File: config.mk
export PLATFORM = sky130hd
export DESIGN_NAME = hs_burst_master
export DESIGN_NICKNAME = d
export VERILOG_FILES = /design/src/rtl/hs_pkg.sv /design/src/rtl/hs_wait_timer.sv /design/src/rtl/hs_burst_master.sv
export SDC_FILE = /design/constraint.sdc
export NUM_CORES = 1
export LEC_CHECK = 0
export ABC_CLOCK_PERIOD_IN_PS = 2100
export BUFFER_PORTS_ARGS = -buffer_cell sky130_fd_sc_hd__buf_2
export CORE_ASPECT_RATIO = 1.75
export CORE_MARGIN = 8
export CORE_UTILIZATION = 39
export CTS_BUF_LIST = sky130_fd_sc_hd__clkbuf_2
export CTS_CLUSTER_DIAMETER = 50
export CTS_CLUSTER_SIZE = 25
export DETAILED_ROUTE_END_ITERATION = 7
export PLACE_DENSITY = 0.64
export SYNTH_ARGS = -nofsm -noshare
export SYNTH_HDL_FRONTEND = slang
export SYNTH_SLANG_ARGS = --single-unit
export TNS_END_PERCENT = 100
File: constraint.sdc
create_clock -name clk -period 2.1 [get_ports clk]
set_clock_uncertainty 0.2 [all_clocks]
set_input_delay 0.105 -clock clk [delete_from_list [all_inputs] [get_ports clk]]
set_output_delay 0.105 -clock clk [all_outputs]
set_load 0.01 [all_outputs]
File: src/rtl/hs_pkg.sv
// rtl/hs_pkg.sv - state encoding and default constants for the burst master
package hs_pkg;

    typedef enum logic [2:0] {
        IDLE        = 3'd0,
        ASSERT_REQ  = 3'd1,
        WAIT_ACK_HI = 3'd2,
        DROP_REQ    = 3'd3,
        WAIT_ACK_LO = 3'd4,
        NEXT_WORD   = 3'd5,
        DONE_ST     = 3'd6,
        ERR_ST      = 3'd7
    } hs_state_t;

    localparam int HS_DATA_W_DEF    = 8;
    localparam int HS_BURST_LEN_DEF = 4;
    localparam int HS_SEED_DEF      = 'hA0;
    localparam int HS_STEP_DEF      = 1;
    localparam int HS_TIMEOUT_DEF   = 16;

endpackage

File: src/rtl/hs_wait_timer.sv
// rtl/hs_wait_timer.sv - ack wait counter with expiry flag
// Ports:
//   clk, rst  : clock, synchronous active-high reset
//   clear     : hold the count at zero (outside a wait phase)
//   tick      : one more cycle without the awaited ack level
//   expired   : this tick brings the count to LIMIT
module hs_wait_timer #(
    parameter int LIMIT = 16
) (
    input  logic clk,
    input  logic rst,
    input  logic clear,
    input  logic tick,
    output logic expired
);

    logic [7:0] cnt;

    always_ff @(posedge clk) begin
        if (rst || clear) begin
            cnt <= 8'd0;
        end else if (tick) begin
            cnt <= cnt + 8'd1;
        end
    end

    // Flag on the tick that would make the count equal LIMIT, so the FSM
    // leaves the wait state on exactly the LIMIT-th empty cycle.
    assign expired = tick && (cnt == 8'(LIMIT - 1));

endmodule

File: src/rtl/hs_burst_master.sv
// rtl/hs_burst_master.sv - 4-phase req/ack burst master with optional timeout (HS_TIMEOUT_EN)
// Ports:
//   clk, rst  : clock, synchronous active-high reset
//   start     : single-cycle burst launch (honoured in IDLE/DONE_ST/ERR_ST)
//   ack_in    : slave acknowledge, 4-phase
//   req_out   : request to slave
//   data_out  : current word, SEED + n*STEP
//   busy_out  : burst in progress
//   done_out  : burst completed, sticky until next start or reset
//   err_out   : ack timeout, sticky (tied 0 unless HS_TIMEOUT_EN is defined)
//   word_cnt  : words fully handshaken in the current burst
module hs_burst_master
    import hs_pkg::*;
#(
    parameter int                DATA_W      = HS_DATA_W_DEF,
    parameter int                BURST_LEN   = HS_BURST_LEN_DEF,
    parameter logic [DATA_W-1:0] SEED        = DATA_W'(HS_SEED_DEF),
    parameter logic [DATA_W-1:0] STEP        = DATA_W'(HS_STEP_DEF),
    parameter int                TIMEOUT_CYC = HS_TIMEOUT_DEF
) (
    input  logic              clk,
    input  logic              rst,
    input  logic              start,
    input  logic              ack_in,
    output logic              req_out,
    output logic [DATA_W-1:0] data_out,
    output logic              busy_out,
    output logic              done_out,
    output logic              err_out,
    output logic [7:0]        word_cnt
);

    hs_state_t state;
    hs_state_t nxt;
    logic      expired;
    logic      launch;
    logic      word_done;

`ifdef HS_TIMEOUT_EN
    logic wt_clear;
    logic wt_tick;

    // Only the two wait states ever count, and they are never adjacent,
    // so holding the counter clear elsewhere clears it on every entry.
    assign wt_clear = (state != WAIT_ACK_HI) && (state != WAIT_ACK_LO);
    assign wt_tick  = ((state == WAIT_ACK_HI) && !ack_in) ||
                      ((state == WAIT_ACK_LO) &&  ack_in);

    hs_wait_timer #(
        .LIMIT(TIMEOUT_CYC)
    ) u_wait_timer (
        .clk    (clk),
        .rst    (rst),
        .clear  (wt_clear),
        .tick   (wt_tick),
        .expired(expired)
    );
`else
    logic unused_timeout;
    assign unused_timeout = ^TIMEOUT_CYC;
    assign expired        = 1'b0;
    assign err_out        = 1'b0;
`endif

    assign launch    = start && ((state == IDLE) || (state == DONE_ST) || (state == ERR_ST));
    assign word_done = (state == WAIT_ACK_LO) && !ack_in;

    always_comb begin
        nxt = state;
        case (state)
            IDLE, DONE_ST, ERR_ST: if (start) nxt = ASSERT_REQ;
            ASSERT_REQ:            nxt = WAIT_ACK_HI;
            WAIT_ACK_HI: begin
                if (ack_in)       nxt = DROP_REQ;
                else if (expired) nxt = ERR_ST;
            end
            DROP_REQ:              nxt = WAIT_ACK_LO;
            WAIT_ACK_LO: begin
                if (!ack_in)      nxt = NEXT_WORD;
                else if (expired) nxt = ERR_ST;
            end
            NEXT_WORD:             nxt = (word_cnt == 8'(BURST_LEN)) ? DONE_ST : ASSERT_REQ;
            default:               nxt = IDLE;
        endcase
    end

    // Outputs are registered from the next state so they always equal a
    // decode of the current state without any path from ack_in.
    always_ff @(posedge clk) begin
        if (rst) begin
            state    <= IDLE;
            data_out <= SEED;
            word_cnt <= 8'd0;
            req_out  <= 1'b0;
            busy_out <= 1'b0;
            done_out <= 1'b0;
`ifdef HS_TIMEOUT_EN
            err_out  <= 1'b0;
`endif
        end else begin
            state    <= nxt;
            req_out  <= (nxt == ASSERT_REQ) || (nxt == WAIT_ACK_HI);
            busy_out <= (nxt != IDLE) && (nxt != DONE_ST) && (nxt != ERR_ST);
            done_out <= (nxt == DONE_ST);
`ifdef HS_TIMEOUT_EN
            err_out  <= (nxt == ERR_ST);
`endif
            if (launch) begin
                data_out <= SEED;
                word_cnt <= 8'd0;
            end else if (word_done) begin
                data_out <= data_out + STEP;
                word_cnt <= word_cnt + 8'd1;
            end
        end
    end

endmodule

==> flow_summary.json <==
{
  "outcome": "finished, final reports clean",
  "grt_antenna_before_repair": 0,
  "avgSynthCellArea_um2": 9.378,
  "final-setup-viol-count": 0,
  "drt-total-wl_um": 2110,
  "dr_total_vias": 833,
  "synth_flop_cell": "dfxtp_1",
  "n_antenna_cell": 0,
  "numCtsBuffers": 3,
  "maxSlewViolCount": 0,
  "final_nets": 143,
  "first_pass_iters": 4,
  "endpoint_kind": "flip-flop",
  "rows": 25,
  "avgRoutedWirePerCell_um": 13.02,
  "grt_pass1_wl_um": 3650,
  "ys_ff_latch": 22,
  "cts.sinks": 22,
  "synth.distinct_cells": 33,
  "ir_worst_vdd_v": 0.0003926,
  "crit_required_ns": 2.17,
  "cts_tree": "done",
  "nFillCells": 271,
  "grt_max_degree": 17,
  "drive_gt1_frac": 0.2370,
  "drv_cap": 0,
  "clk_pin_slew_ns": 0.23,
  "hpwl_um": 1619,
  "core-area_um2": 2628,
  "clockBufferDepth": 2,
  "layout_common_cells": "dfxtp_1 (22), buf_2 (22), nor2_1 (19)",
  "final_antenna_net_count": 0,
  "async_reset_ff_frac": 0,
  "cp.arrival_ns": 1.95,
  "synth_warnings": 0,
  "first_iter_violations": 9,
  "timing.final.crit_share": 0.8961,
  "rsz0062_at_grt": "false",
  "hold_ws_ns": 0.02158,
  "grt_overflow": 0,
  "critPathKind": "reg2reg",
  "io_buffers": 22,
  "grt_pass1_vias": 854,
  "syn2layout_area_growth_pct": 17.55,
  "hp-class": "in2reg",
  "postCtsResizedCells": 0,
  "p_leak_nw": 0.5293,
  "start_util": 0.3962,
  "track_usage": 0.09842,
  "tns_ns": 0,
  "cts_htree_levels": 1,
  "period_minus_slack_ns": 1.882,
  "root_buffer": "clkbuf_2",
  "syn_nets": 118,
  "synth_edf_count": 0,
  "critPathMaxFanout": 10,
  "place.gp.congestion": 0.7229,
  "cp-start-kind": "flip-flop",
  "syn_inst": 111,
  "viasPerCell": 5.142,
  "power_density_nw_per_um2": 684.5,
  "fmax_mhz": 531.4,
  "route.detailed.drc": 0,
  "dieWidth_um": 55.06,
  "die_y_um": 84.35,
  "yosysSeqAreaShare": 0.4231,
  "hold_viol": 0,
  "clock_latency_ns": 0.33,
  "synth_area_um2": 1041,
  "die-area_um2": 4644,
  "io_pins": 24
}
through the flow:
step / setup WS (ns) / instance area [um2] / utilization / instances / total power [mW]
2_1_floorplan: 0.2913 / 1041 / - / 111 / 0.5216
5_1_grt: 0.05637 / 1224 / 0.4657 / 162 / 0.8692
3_5_place_dp: 0.2241 / 1169 / 0.4448 / 157 / 0.5450
3_3_place_gp: 0.2774 / 1169 / 0.4448 / 157 / 0.5424
6_report: 0.2182 / 1224 / 0.4657 / 162 / 0.8376
4_1_cts: 0.2017 / 1224 / 0.4657 / 162 / 0.8410
what timing repair did:
| item | 4_1_cts | 5_1_grt |
|---|---|---|
| hold endpoints to repair | 6 | 0 |
| buffers inserted | 0 | 0 |
| hold buffers | 1 | 0 |
layer usage:
metal  track usage  wire length, um  share of wire
met5             0                0              0
met4       0.03956               18         0.0085
met3       0.01947               96          0.045
met2        0.1650             1081           0.51
met1        0.1125              914           0.43
cell usage after synthesis, drive strengths merged (2+ instances only):
library cell  count  area [um2]
dfxtp            22       440.4
a21oi             2       10.01
xor2             11       96.34
nor3              2       15.01
inv               5       18.77
nand2b            2       12.51
xnor2             4       35.03
nand4             6       37.54
mux2i             2       20.02
nand3             2       10.01
and3              5       31.28
nand2             5       18.77
nor2             19       71.32
buf               6       38.79
ha                3       37.54
area by class of cell:
cell class / instances / area (um2) / area share
inverters: 5 / 18.77 / 0.01534
clock buffers: 3 / 15.01 / 0.01227
well taps: 27 / 33.78 / 0.02761
multi-input cells: 78 / 543.0 / 0.4438
clock inverters: 1 / 30.03 / 0.02454
repair buffers: 26 / 142.6 / 0.1166
flip-flops and latches: 22 / 440.4 / 0.3599
kinds of logic after synthesis:
family	count (synthesis)	share of synthesized area
other	1	0.003602
buffers and inverters	11	0.05529
AOI/OAI and AO/OA	10	0.08896
muxes	2	0.01923
DFF	22	0.4231
xor gates and xnor gates	15	0.1262
adders and majority gates	3	0.03606
and+or+nand+nor	47	0.2476
final timing paths:
check,startpoint,endpoint,slack (ns),depth (start not counted)
hold reg to reg,data_out[7],data_out[7],0.33,2
setup reg to reg,state[2],req_out,0.22,5
hold / removal,start,state[2],0.02,4
setup / recovery,state[2],req_out,0.22,5
worst max-delay path: stages (launching register included):
cell      delay (ns)
dfxtp_1         0.47
nor4b_4         0.20
a311o_1         0.37
a311oi_4        0.35
xnor2_1         0.18
nor3_2          0.05
state kept, by name, indices dropped and copies added, names as in the netlist:
register	flops
data_out	8
word_cnt	8
state	3
busy_out	1
done_out	1
req_out	1
where the power goes:
| part | total, mW | switching [mW] | internal, mW |
|---|---|---|---|
| sequential | 0.444 | 0.0134 | 0.431 |
| clock | 0.302 | 0.138 | 0.164 |
| combinational | 0.0910 | 0.0493 | 0.0417 |
(Power assumes the default switching activity.)
